File: src/rtl/leaf_switch_allocator_if.sv
// Ready/valid bundle between the leaf router ports and the switch allocator.
interface leaf_switch_allocator_if #(
    parameter int NP = 5
);
    logic [NP-1:0]    in_valid;
    logic [3*NP-1:0]  in_dest;
    logic [NP-1:0]    in_last;
    logic [NP-1:0]    in_ready;
    logic [NP-1:0]    out_ready;
    logic [NP-1:0]    out_valid;
    logic [NP*NP-1:0] out_sel;
    logic [NP-1:0]    drop_pulse;
    logic [NP-1:0]    timeout_err;

    modport master (
        output in_valid, in_dest, in_last, out_ready,
        input  in_ready, out_valid, out_sel, drop_pulse, timeout_err
    );

    modport slave (
        input  in_valid, in_dest, in_last, out_ready,
        output in_ready, out_valid, out_sel, drop_pulse, timeout_err
    );
endinterface

File: src/rtl/leaf_switch_allocator.sv
// Per-output wormhole allocator for the leaf crossbar: round-robin grant, lock until last flit,
// illegal-route discard and owner-stall watchdog. Per output FSM:
//   state    | meaning
//   S_IDLE   | no owner; arbitrate among legal requesters starting at rr pointer
//   S_LOCKED | owner input streams flits until last transfer or watchdog release
module leaf_switch_allocator #(
    parameter int NP      = 5,
    parameter int TIMEOUT = 16,
    parameter int TW      = 8
) (
    input  logic                   clk,
    input  logic                   rst,
    leaf_switch_allocator_if.slave bus
);
    localparam int IW = (NP > 1) ? $clog2(NP) : 1;

    typedef enum logic {S_IDLE, S_LOCKED} state_t;

    state_t           state_q [NP];
    state_t           state_d [NP];
    logic [IW-1:0]    owner_q [NP];
    logic [IW-1:0]    owner_d [NP];
    logic [IW-1:0]    rr_q    [NP];
    logic [IW-1:0]    rr_d    [NP];
    logic [TW-1:0]    wd_q    [NP];
    logic [TW-1:0]    wd_d    [NP];
    logic [IW-1:0]    target  [NP];
    logic [NP-1:0]    legal;
    logic [NP-1:0]    owned;
    logic [NP-1:0]    ready_c;
    logic [NP-1:0]    valid_c;
    logic [NP-1:0]    drop_q, drop_d;
    logic [NP-1:0]    tmo_q, tmo_d;
    logic [NP*NP-1:0] sel_c;

    always_comb begin
        logic [2:0] code;
        code  = '0;
        legal = '0;
        for (int i = 0; i < NP; i++) begin
            code      = bus.in_dest[3*i +: 3];
            legal[i]  = (code != 3'd0) && (int'(code) <= NP) && (int'(code) != i + 1);
            target[i] = IW'(code - 3'd1);
        end
    end

    // An input is owned when some locked output currently points at it.
    always_comb begin
        owned = '0;
        sel_c = '0;
        for (int j = 0; j < NP; j++) begin
            if (state_q[j] == S_LOCKED) begin
                owned[owner_q[j]]                    = 1'b1;
                sel_c[NP*j + int'(owner_q[j])]       = 1'b1;
            end
        end
    end

    always_comb begin
        logic [NP-1:0] req;
        logic          found;
        logic [IW-1:0] pick;
        logic [IW-1:0] own;
        int            idx;
        req     = '0;
        found   = 1'b0;
        pick    = '0;
        own     = '0;
        idx     = 0;
        ready_c = '0;
        valid_c = '0;
        drop_d  = '0;
        tmo_d   = '0;
        for (int j = 0; j < NP; j++) begin
            state_d[j] = state_q[j];
            owner_d[j] = owner_q[j];
            rr_d[j]    = rr_q[j];
            wd_d[j]    = wd_q[j];
        end

        for (int i = 0; i < NP; i++) begin
            if (!owned[i] && !legal[i]) begin
                ready_c[i] = bus.in_valid[i];
                drop_d[i]  = bus.in_valid[i] & bus.in_last[i];
            end
        end

        for (int j = 0; j < NP; j++) begin
            own = owner_q[j];
            case (state_q[j])
                S_IDLE: begin
                    for (int i = 0; i < NP; i++) begin
                        req[i] = bus.in_valid[i] && legal[i] && !owned[i] && (target[i] == IW'(j));
                    end
                    found = 1'b0;
                    pick  = '0;
                    for (int off = 0; off < NP; off++) begin
                        idx = int'(rr_q[j]) + off;
                        if (idx >= NP) idx = idx - NP;
                        if (!found && req[idx]) begin
                            found = 1'b1;
                            pick  = IW'(idx);
                        end
                    end
                    if (found) begin
                        state_d[j] = S_LOCKED;
                        owner_d[j] = pick;
                        rr_d[j]    = (int'(pick) == NP - 1) ? '0 : pick + 1'b1;
                        wd_d[j]    = '0;
                    end
                end
                S_LOCKED: begin
                    valid_c[j]   = bus.in_valid[own];
                    ready_c[own] = bus.out_ready[j];
                    // Completion is checked first so a finishing packet never reports a timeout.
                    if (bus.in_valid[own] && bus.out_ready[j] && bus.in_last[own]) begin
                        state_d[j] = S_IDLE;
                        owner_d[j] = '0;
                        wd_d[j]    = '0;
                    end else if (bus.in_valid[own]) begin
                        wd_d[j] = '0;
                    end else if (TIMEOUT != 0) begin
                        if (int'(wd_q[j]) + 1 >= TIMEOUT) begin
                            state_d[j] = S_IDLE;
                            owner_d[j] = '0;
                            wd_d[j]    = '0;
                            tmo_d[j]   = 1'b1;
                        end else begin
                            wd_d[j] = wd_q[j] + 1'b1;
                        end
                    end
                end
                default: begin
                    state_d[j] = S_IDLE;
                end
            endcase
        end
    end

    always_ff @(posedge clk) begin
        if (rst) begin
            for (int j = 0; j < NP; j++) begin
                state_q[j] <= S_IDLE;
                owner_q[j] <= '0;
                rr_q[j]    <= '0;
                wd_q[j]    <= '0;
            end
            drop_q <= '0;
            tmo_q  <= '0;
        end else begin
            for (int j = 0; j < NP; j++) begin
                state_q[j] <= state_d[j];
                owner_q[j] <= owner_d[j];
                rr_q[j]    <= rr_d[j];
                wd_q[j]    <= wd_d[j];
            end
            drop_q <= drop_d;
            tmo_q  <= tmo_d;
        end
    end

    assign bus.in_ready    = rst ? '0 : ready_c;
    assign bus.out_valid   = rst ? '0 : valid_c;
    assign bus.out_sel     = sel_c;
    assign bus.drop_pulse  = drop_q;
    assign bus.timeout_err = tmo_q;
endmodule
File: src/flat_wrapper.sv
// flat-port wrapper written by rule: the top's interface ports become plain ports
module leaf_switch_allocator_flat 
#(
    parameter int NP      = 5,
    parameter int TIMEOUT = 16,
    parameter int TW      = 8
)
  (clk, rst, bus_in_valid, bus_in_dest, bus_in_last, bus_out_ready, bus_in_ready, bus_out_valid, bus_out_sel, bus_drop_pulse, bus_timeout_err);
  leaf_switch_allocator_if #(.NP(NP)) bus_i ();
  input  logic clk;
  input  logic rst;
  input wire logic [$bits(bus_i.in_valid)-1:0] bus_in_valid;
  input wire logic [$bits(bus_i.in_dest)-1:0] bus_in_dest;
  input wire logic [$bits(bus_i.in_last)-1:0] bus_in_last;
  input wire logic [$bits(bus_i.out_ready)-1:0] bus_out_ready;
  output wire logic [$bits(bus_i.in_ready)-1:0] bus_in_ready;
  output wire logic [$bits(bus_i.out_valid)-1:0] bus_out_valid;
  output wire logic [$bits(bus_i.out_sel)-1:0] bus_out_sel;
  output wire logic [$bits(bus_i.drop_pulse)-1:0] bus_drop_pulse;
  output wire logic [$bits(bus_i.timeout_err)-1:0] bus_timeout_err;
  assign bus_i.in_valid = bus_in_valid;
  assign bus_i.in_dest = bus_in_dest;
  assign bus_i.in_last = bus_in_last;
  assign bus_i.out_ready = bus_out_ready;
  assign bus_in_ready = bus_i.in_ready;
  assign bus_out_valid = bus_i.out_valid;
  assign bus_out_sel = bus_i.out_sel;
  assign bus_drop_pulse = bus_i.drop_pulse;
  assign bus_timeout_err = bus_i.timeout_err;
  leaf_switch_allocator #(.NP(NP), .TIMEOUT(TIMEOUT), .TW(TW)) u_core (.clk(clk), .rst(rst), .bus(bus_i));
endmodule
File: config.mk
export PLATFORM = sky130hd
export DESIGN_NAME = leaf_switch_allocator_flat
export DESIGN_NICKNAME = d
export VERILOG_FILES = /design/src/rtl/leaf_switch_allocator_if.sv /design/src/rtl/leaf_switch_allocator.sv /design/src/flat_wrapper.sv
export SDC_FILE = /design/constraint.sdc
export NUM_CORES = 1
export LEC_CHECK = 0
export CORE_AREA = 2 2 173 175
export CTS_CLUSTER_DIAMETER = 150
export DETAILED_ROUTE_END_ITERATION = 12
export DIE_AREA = 0 0 175 177
export GPL_ROUTABILITY_DRIVEN = 0
export MAX_ROUTING_LAYER = met4
export SYNTH_ARGS = -nofsm -noshare
export SYNTH_HDL_FRONTEND = slang
export SYNTH_SLANG_ARGS = --single-unit
File: constraint.sdc
create_clock -name clk -period 5.3 [get_ports clk]
set_input_delay 1.06 -clock clk [delete_from_list [all_inputs] [get_ports clk]]
set_output_delay 1.06 -clock clk [all_outputs]
set_load 0.03 [all_outputs]
### After elaboration in Yosys (flattened, before gate mapping)

Memories as Yosys holds them, arrays and structs flattened.
Cells that the tools add are included.

| cells by class | value |
|---|---|
| add/sub/neg operators | 69 |
| multiply operators | 0 |
| div/mod/pow operators | 0 |
| order comparisons | 80 |
| eq/ne operators | 30 |
| shift operators | 0 |
| multiplexer cells | 395 |
| bitwise operators | 43 |
| reductions and logical operators | 140 |

Operators with widths:

| operator | number |
|---|---|
| $mux 32 | 50 |
| $lt 32x5->1 const B | 25 |
| $ge 32x4->1 const B | 20 |
| $sub 32x4->32 const B | 20 |
| $mux 3 | 75 |
| $mux 8 | 26 |
| $mux 1 | 163 |
| $ge 32x6->1 const B | 5 |
| $ge 32x1->1 const B | 4 |
| $lt 32x7->1 const B | 4 |
| $bmux 1 s3 | 35 |
| $mux 25 | 4 |
| $logic_and 1x1->1 | 90 |
| $pmux 8 s2 | 5 |
| $or 25x25->25 | 3 |
| $mux 5 | 12 |
| $add 8x1->9 const B | 5 |
| $add 3x2->4 const B | 10 |
| $add 8x1->8 const B | 5 |
| $eq 3x2->1 const B | 10 |
| $eq 3x3->1 const B | 10 |
| $logic_not 1->1 | 30 |
| $pmux 3 s2 | 5 |
| $bwmux 5 | 5 |
| 28 further kinds | 136 |

| storage, ports and cells | value |
|---|---|
| register bits | 10 |
| latch bits | 0 |
| RAM bits | 75 |
| ROM bits | 0 |
| input bits | 32 |
| output and inout bits | 45 |
| logic and storage cells | 771 |
| memories kept | 4 |

Memories:

| name | words | bits a word | read ports | clocked after memory_dff | wr ports | RTL line | text |
|---|---|---|---|---|---|---|---|
| u_core.wd_q | 5 | 8 | 5 | 0 | 5 | leaf_switch_allocator.sv:25 | `logic [TW-1:0] wd_q [NP];` |
| u_core.owner_q | 5 | 3 | 5 | 0 | 5 | leaf_switch_allocator.sv:21 | `logic [IW-1:0] owner_q [NP];` |
| u_core.rr_q | 5 | 3 | 5 | 0 | 5 | leaf_switch_allocator.sv:23 | `logic [IW-1:0] rr_q [NP];` |
| u_core.state_q | 5 | 1 | 5 | 0 | 5 | leaf_switch_allocator.sv:19 | `state_t state_q [NP];` |

### Depth between registers and ports, before layout

Gate-level depths: netlist of run 1.
An unclocked memory read counts as a cell.

| logic depth | value |
|---|---|
| depth after elaboration | 43 |
| mapped depth | 20 |
| gate-level depth less buffers | 18 |

### Worst setup path after synthesis of run 1

No wires, ideal clock.

| timing path | value |
|---|---|
| kind | flip-flop to flip-flop |
| start point | mem u_core.rr_q[0][12] in the netlist's numbering |
| end point | mem u_core.rr_q[0][14] in the netlist's numbering |
| setup time | 0.087 ns |
| arrival time | 4.069 ns |
| data required time | 5.213 ns |
| slack | 1.144 ns |
| cell stages (with the launch flop) | 19 |
| path buffers | 2 |
| period minus slack after synthesis | 4.156 ns |
| cell sequence | dfxtp_1 clkbuf_1 inv_2 ha_1 inv_1 fa_1 a21oi_1 xnor2_1 mux4_2 a21boi_1 and4_1 buf_2 or4b_1 a31oi_1 inv_1 ha_1 nor2_1 mux2i_1 o31ai_1 |

RTL lines:

| item | RTL line |
|---|---|
| from (decl) | leaf_switch_allocator.sv:23 |

### Worst setup path after layout of run 1

| timing path | value |
|---|---|
| start point | in bus_in_valid[2] |
| end point | out bus_in_ready[2] |

| on the way | value |
|---|---|
| word-level cells in the longest chain between the ends | 12 |

Ends and longest elaborated chain:

| item | RTL line | text |
|---|---|---|
| from (decl) | flat_wrapper.sv:12 | `input wire logic [$bits(bus_i.in_valid)-1:0] bus_in_valid;` |
| $mux 1 * | leaf_switch_allocator.sv:82 | `if (!owned[i] && !legal[i]) begin` |
| $bwmux 5 | leaf_switch_allocator.sv:114 | `ready_c[own] = bus.out_ready[j];` |
| $mux 5 * | leaf_switch_allocator.sv:90 | `case (state_q[j])` |
| $bwmux 5 | leaf_switch_allocator.sv:114 |  |
| $mux 5 * | leaf_switch_allocator.sv:90 |  |
| $bwmux 5 | leaf_switch_allocator.sv:114 |  |
| $mux 5 * | leaf_switch_allocator.sv:90 |  |
| $bwmux 5 | leaf_switch_allocator.sv:114 |  |
| $mux 5 * | leaf_switch_allocator.sv:90 |  |
| $bwmux 5 | leaf_switch_allocator.sv:114 |  |
| $mux 5 * | leaf_switch_allocator.sv:90 |  |
| $mux 5 * | leaf_switch_allocator.sv:162 | `assign bus.in_ready = rst ? '0 : ready_c;` |
| to (decl) | flat_wrapper.sv:16 | `output wire logic [$bits(bus_i.in_ready)-1:0] bus_in_ready;` |

Every way passes the cells marked *; elsewhere a longest branch is shown, timed or not.

==> results by group, run 1 <==
Power and ir drop
  – VDD IR max: 209 uV
  – Power per cell area: 415 nW/um^2
  – Overall Power: about 4800 uW
  – Leak pwr: around 0.0045 uW

Yosys
  – Yosys cell types: 89
  – Flops & latches, synth: 85
  – Post-synthesis sequential area ratio: 0.170
  – Post-synth ARST share: 0
  – Post-synthesis average cell area: about 7.4 um^2
  – Synth warn: 0
  – Main flop type after synthesis: dfxtp_1
  – Mapped Nets: approximately 1500
  – Post-synth EDFFs: 0
  – Post-Synthesis Cell Area: 10000 um^2
  – Cells after Synth: between 1000 and 1500

Min path
  – Class of the worst hold path: reg2reg
  – Hold Path Cell Cnt: 1
  – Hold path startpoint: u_core.wd_q[0][22]$_SDFFE_PP0P_

CTS
  – Clock Sinks: between 80 and 90
  – Bufs on Longest Clock Path: 2
  – Clk slew on worst S/H paths: about 70 ps
  – Root buf cell: clkbuf_16
  – PostCTS Resize Cnt: 0
  – CTS Buf Count: 9
  – Post-CTS setup buffers: 0
  – Clk Latency, worst-skew pair: 360 ps
  – TritonCTS clock tree: built
  – CTS H-tree lvls: 3
  – Hold buffer count at cts: 0

Timing
  – Fmax: 200 MHz
  – Hold Vio Cnt, Final: 0
  – Max Clock Skew: roughly 10 ps
  – RSZ-0062 raised after global routing: false
  – Max Transition Viols Final: 0
  – Final Cycle Share: 0.942
  – Fin Hold WS: between 400 and 500 ps
  – Min cycle time layout: ~5000 ps
  – Relative slew slack: 0.378
  – Setup TNS: 0 ps
  – Worst Tran Pin Value: just over 900 ps
  – Setup-failing EPs final: 0

Floorplan
  – Core Rows: between 60 and 70
  – Die X: 175 um
  – Die area: about 31000 um^2
  – Num ports: 77
  – Initial Util: 0.342
  – Die Height: 177 um
  – Core area: 29200 um^2

Critical path
  – Crit path required time: between 4000 and 5000 ps
  – Bufs and invs on worst path: 3
  – Cell chain of the critical path: clkdlybuf4s50_1 > inv_1 > or4_4 > a211oi_1 > a21oi_1 > a21oi_1 > a21oi_1 > o21ai_0 > mux2_2 > and2_1 > buf_4
  – Crit start category: primary input
  – Critical path depth: 11
  – Worst path arrival time: 3930 ps
  – Worst Setup SP: bus_in_valid[2]
  – Worst Setup End Kind: output pin
  – Worst reg2reg path endpoint: u_core.rr_q[0][1]$_SDFFE_PP0P_
  – Maximum fanout along the worst path: 10
  – Most used cell, CP: a21oi_1
  – Crit Reg-Reg Startpoint: u_core.state_q[0][0]$_SDFF_PP0_
  – Worst Reg-to-Reg Cells: 12
  – CP endpoint: bus_in_ready[2]
  – CP delay by family, top: compound AO/OA/AOI/OAI gates
  – Reg2Reg Setup Slack: around 730 ps
  – Biggest cell delay along the critical path: between 600 and 700 ps
  – CP max stage cell: or4_4
  – Critical path type: in2out

Layout
  – Commonest non-fill, non-tap cell in the layout: nor2_1
  – Ratio of cells with drive above 1 in the final layout: 0.0763
  – Diodes inserted: 0
  – Non-filler cells, final: approximately 1800
  – Final #Nets: around 1500
  – Most frequent cells in the layout: nor2_1, a21oi_1, dfxtp_1, nand2_1, o21ai_0
  – Synthesis-to-layout area growth: 15.5%

Detailed routing
  – Vias: about 11000
  – DRT Wirelength: approximately 33000 um
  – Vias per cell: ~6
  – Drc violations: 0
  – Initial drt markers: 924
  – Per-cell routed wire length: about 18 um
  – TritonRoute pass-1 iters: 6
  – Post-route ant nets: 0

Global routing
  – Met1 Resource Use GR: 0.279
  – Vias in the first global route: ~10000
  – Largest net degree at the start of global routing: 59
  – Routing usage on met2: 0.335
  – Antenna violations before repair: 0
  – Most used routing layer: met2
  – First-pass GRT wire length: roughly 52000 um
  – Total gr overflow: 0
  – M3 GR Usage: 0.0331
  – Global Route Usage Sum: 0.212

Run status
  – Run status: complete, no violations

Place
  – # placed instances: between 1500 and 2000
  – I/O Buffers: 76
  – HPWL Detailed: approximately 25000 um

Run
  – Maximum Capacitance Violations: 0
-- sequential cells by signal (all words and copies together) (netlist names) --
register,flops
u_core.state_q,5
u_core.owner_q,15
u_core.bus.drop_pulse,5
u_core.rr_q,15
u_core.bus.timeout_err,5
u_core.wd_q,40
-- synthesized netlist by cell type, types with 7 or more instances --
master	instances	area share
o22ai_1	19	0.012
nor2b_1	17	0.011
nand2b_1	31	0.019
dfxtp_1	85	0.17
nor4_1	19	0.012
nand4_1	12	0.0075
nand3_1	61	0.030
nor3_1	40	0.020
nor4b_1	11	0.0096
a211o_1	8	0.0070
a21oi_1	105	0.052
and3b_1	7	0.0061
mux2_2	12	0.013
buf_2	8	0.0040
a211oi_1	13	0.0097
or3_1	15	0.0094
nand4b_1	9	0.0079
a31oi_1	19	0.012
and4b_1	8	0.0080
nand2_1	80	0.030
mux2i_1	44	0.044
and2_1	9	0.0056
nand3b_1	18	0.013
o21ai_0	78	0.039
and4bb_2	7	0.0087
inv_1	67	0.025
o31ai_1	14	0.010
a21boi_0	8	0.0060
o211ai_1	13	0.0097
mux4_2	11	0.025
a22oi_1	17	0.013
nor2_1	129	0.048
a21o_1	15	0.011
clkbuf_1	56	0.021
o21a_1	10	0.0075
xnor2_1	23	0.020
and3_1	44	0.027
ha_1	73	0.091
nor3b_1	13	0.0097
-- metrics by stage --
step / util / area (um^2) / setup slack, ps
3_5_place_dp: 0.384 / 11200 / 208
3_3_place_gp: 0.384 / 11200 / 326
4_1_cts: 0.395 / 11600 / 417
6_report: 0.395 / 11600 / 307
5_1_grt: 0.395 / 11600 / 195
2_1_floorplan: - / 10000 / 1140
-- how the worst min path moves through the flow --
stage,end,slack [ps]
detailed placement,u_core.wd_q[0][23]$_SDFFE_PP0P_,460
finish,u_core.wd_q[0][22]$_SDFFE_PP0P_,480
CTS,u_core.wd_q[0][22]$_SDFFE_PP0P_,480
global route,u_core.wd_q[0][15]$_SDFFE_PP0P_,490
global placement,u_core.wd_q[0][22]$_SDFFE_PP0P_,460
floorplan,u_core.wd_q[0][23]$_SDFFE_PP0P_,440
-- worst register-to-register path: cells and delay by family (launching register included) --
family	cells	cell delay [ps]
fa+ha+maj	1	280
flops	1	840
mux	1	150
buf+inv	1	80
simple gates	7	2530
compound gates	2	560
-- metal layers --
layer | vias to the layer above | share of wire
li1 | 5149 | -
met5 | - | 0
met4 | 0 | 0.026
met2 | 395 | 0.45
met1 | 5059 | 0.45
met3 | 68 | 0.068
-- power by group --
part           internal (uW)  switching [uW]
clock                    428             322
sequential               704             166
combinational           1230            1950
total                   2360            2440
-- layout make-up --
class,instances,area (um^2)
Clock buffer,9,225
Clock inverter,7,118
Fill cell,2997,17700
Inverter,72,270
Multi-Input combinational cell,1120,7760
Sequential cell,85,1700
Tap cell,390,488
Timing Repair Buffer,109,1000
-- cell families after synthesis --
logic type                 after synthesis  synth area share
AOI/OAI and AO/OA                      380             0.245
xor gates and xnor gates                24            0.0210
adders and majority gates               78             0.101
buffers and inverters                  141            0.0547
DFF                                     85             0.170
muxes                                   68            0.0845
and+or+nand+nor                        570             0.324
Power figures use the tool's default switching activity.
==> run 2, diff against run 1 <==
RECOVER_POWER = 25   (was unset)
==> results by group, run 2 (synthesis gave the netlist of run 1 again) <==
Run status
  – Run status: complete, no violations

Floorplan
  – Die X: 175 um (unchanged)
  – Die Height: 177 um (unchanged)
  – Num ports: 77 (unchanged)
  – Die area: 31000 um^2 (unchanged)
  – Core Rows: 63 (unchanged)
  – Initial Util: 0.342 (unchanged)
  – Core area: 29200 um^2 (unchanged)

Critical path
  – Worst Setup End Kind: output pin
  – Critical path type: in2out
  – Most used cell, CP: a21oi_1
  – Crit start category: primary input
  – Crit path required time: 4240 ps (about the same)
  – Biggest cell delay along the critical path: 780 ps (+140 ps)
  – Worst path arrival time: 4110 ps (+180 ps)
  – Maximum fanout along the worst path: 10 (unchanged)
  – CP max stage cell: or4_1
  – Cell chain of the critical path: clkdlybuf4s50_1 > inv_1 > or4_1 > a211oi_1 > a21oi_1 > a21oi_1 > a21oi_1 > o21ai_0 > mux2_2 > and2_1 > buf_4

Place
  – HPWL Detailed: 24800 um (unchanged)
  – I/O Buffers: 76 (unchanged)

Detailed routing
  – Drc violations: 0 (unchanged)
  – Per-cell routed wire length: 18.3 um (+0.25%)
  – Vias per cell: 5.93 (-0.38%)
  – Vias: 10600 (-0.38%)
  – Initial drt markers: 922 (-0.22%)
  – Post-route ant nets: 0 (unchanged)
  – DRT Wirelength: 32800 um (+0.25%)
  – TritonRoute pass-1 iters: 5 (-1)

CTS
  – Post-CTS setup buffers: 0 (unchanged)
  – Bufs on Longest Clock Path: 2 (unchanged)
  – Clk Latency, worst-skew pair: 360 ps (about the same)
  – Root buf cell: clkbuf_16
  – TritonCTS clock tree: built
  – CTS Buf Count: 9 (unchanged)
  – Clk slew on worst S/H paths: 70 ps (about the same)
  – Hold buffer count at cts: 0 (unchanged)
  – PostCTS Resize Cnt: 0 (unchanged)
  – CTS H-tree lvls: 3 (unchanged)
  – Clock Sinks: 85 (unchanged)

Timing
  – Relative slew slack: 0.376 (-0.00200)
  – Setup-failing EPs final: 0 (unchanged)
  – Fmax: 193 MHz (-3.5%)
  – RSZ-0062 raised after global routing: false
  – Min cycle time layout: 5170 ps (+181 ps)
  – Hold Vio Cnt, Final: 0 (unchanged)
  – Max Clock Skew: 11.0 ps (+0.689 ps)
  – Max Transition Viols Final: 0 (unchanged)
  – Setup TNS: 0 ps (unchanged)
  – Worst Tran Pin Value: 936 ps (+3.00 ps)
  – Final Cycle Share: 0.976 (+0.0342)

Power and ir drop
  – Overall Power: 4800 uW (about the same)
  – Power per cell area: 415 nW/um^2 (about the same)
  – VDD IR max: 209 uV (about the same)
  – Leak pwr: 0.00461 uW (+1.6%)

Global routing
  – Global Route Usage Sum: 0.212 (unchanged)
  – Vias in the first global route: 9831 (unchanged)
  – Largest net degree at the start of global routing: 59 (unchanged)
  – Total gr overflow: 0 (unchanged)
  – Antenna violations before repair: 0 (unchanged)
  – First-pass GRT wire length: 51900 um (unchanged)

Layout
  – Diodes inserted: 0 (unchanged)
  – Commonest non-fill, non-tap cell in the layout: nor2_1
  – Largest register FFs: 40 (unchanged)
  – Most frequent cells in the layout: nor2_1, a21oi_1, dfxtp_1, nand2_1, o21ai_0
  – Final #Nets: 1507 (unchanged)
  – Synthesis-to-layout area growth: 15.4% (about the same)
  – Ratio of cells with drive above 1 in the final layout: 0.0749 (-0.00143)
  – Largest regs: u_core.wd_q x40, u_core.owner_q x15, u_core.rr_q x15
  – Largest Register: u_core.wd_q

Run
  – Maximum Capacitance Violations: 0 (unchanged)

Min path
  – Class of the worst hold path: reg2reg
## run 2: cell types whose count changed in the layout (fill, tap and decap cells not counted), sizes merged
cell	previous run	this run
clkbuf	9	10
clkdlybuf4s50	74	50
buf	35	34
dlygate4sd3	0	24
## run 2: final timing paths
path / to / cells past startpoint / slack, ps / startpoint
worst max-delay path: bus_in_ready[2] / 11 / 130 / bus_in_valid[2]
worst min-delay path: u_core.wd_q[0][21]$_SDFFE_PP0P_ / 1 / 480 / u_core.wd_q[0][21]$_SDFFE_PP0P_
worst max register to register: u_core.rr_q[0][1]$_SDFFE_PP0P_ / 12 / 710 / u_core.state_q[0][0]$_SDFF_PP0_
worst min register to register: u_core.wd_q[0][21]$_SDFFE_PP0P_ / 1 / 480 / u_core.wd_q[0][21]$_SDFFE_PP0P_
## run 2: layout make-up
| type | count | area [um^2] |
|---|---|---|
| tap | 390 | 488 |
| inverter | 72 | 270 |
| clock buffer | 9 | 225 |
| fill | 3000 | 17700 |
| multi-input combinational | 1120 | 7760 |
| timing repair buffer | 109 | 997 |
| clock inverter | 7 | 118 |
| sequential | 85 | 1700 |
## run 2: per-layer routing
| metal | vias to the layer above | global-route usage | wire length (um) |
|---|---|---|---|
| met5 | - | - | 0 |
| met4 | 0 | 0.0653 | 810 |
| met3 | 64 | 0.0331 | 2260 |
| met2 | 372 | 0.335 | 14800 |
| met1 | 5042 | 0.279 | 14900 |
| li1 | 5152 | - | - |
## run 2: critical path: cells and delay by family
kind	cells	cell delay, ps
mux	1	180
simple gates	2	900
compound gates	5	1220
buf+inv	3	740
## run 2: per-stage QoR
stage / cells / hold slack [ps] / instance area [um^2] / setup WS (ps) / util
after detailed placement: 1776 / 464 / 11200 / 208 / 0.384
after floorplan: 1346 / 444 / 10000 / 1140 / -
after global routing: 1792 / 494 / 11600 / 131 / 0.395
after global placement: 1776 / 460 / 11200 / 326 / 0.384
after CTS: 1792 / 484 / 11600 / 417 / 0.395
final: 1792 / 482 / 11600 / 126 / 0.395
## run 2: where the power goes
| part | leakage [uW] | internal (uW) | switching (uW) |
|---|---|---|---|
| Clock | 0.000164 | 428 | 324 |
| Sequential | 0.000687 | 704 | 165 |
| Combinational | 0.00376 | 1230 | 1950 |
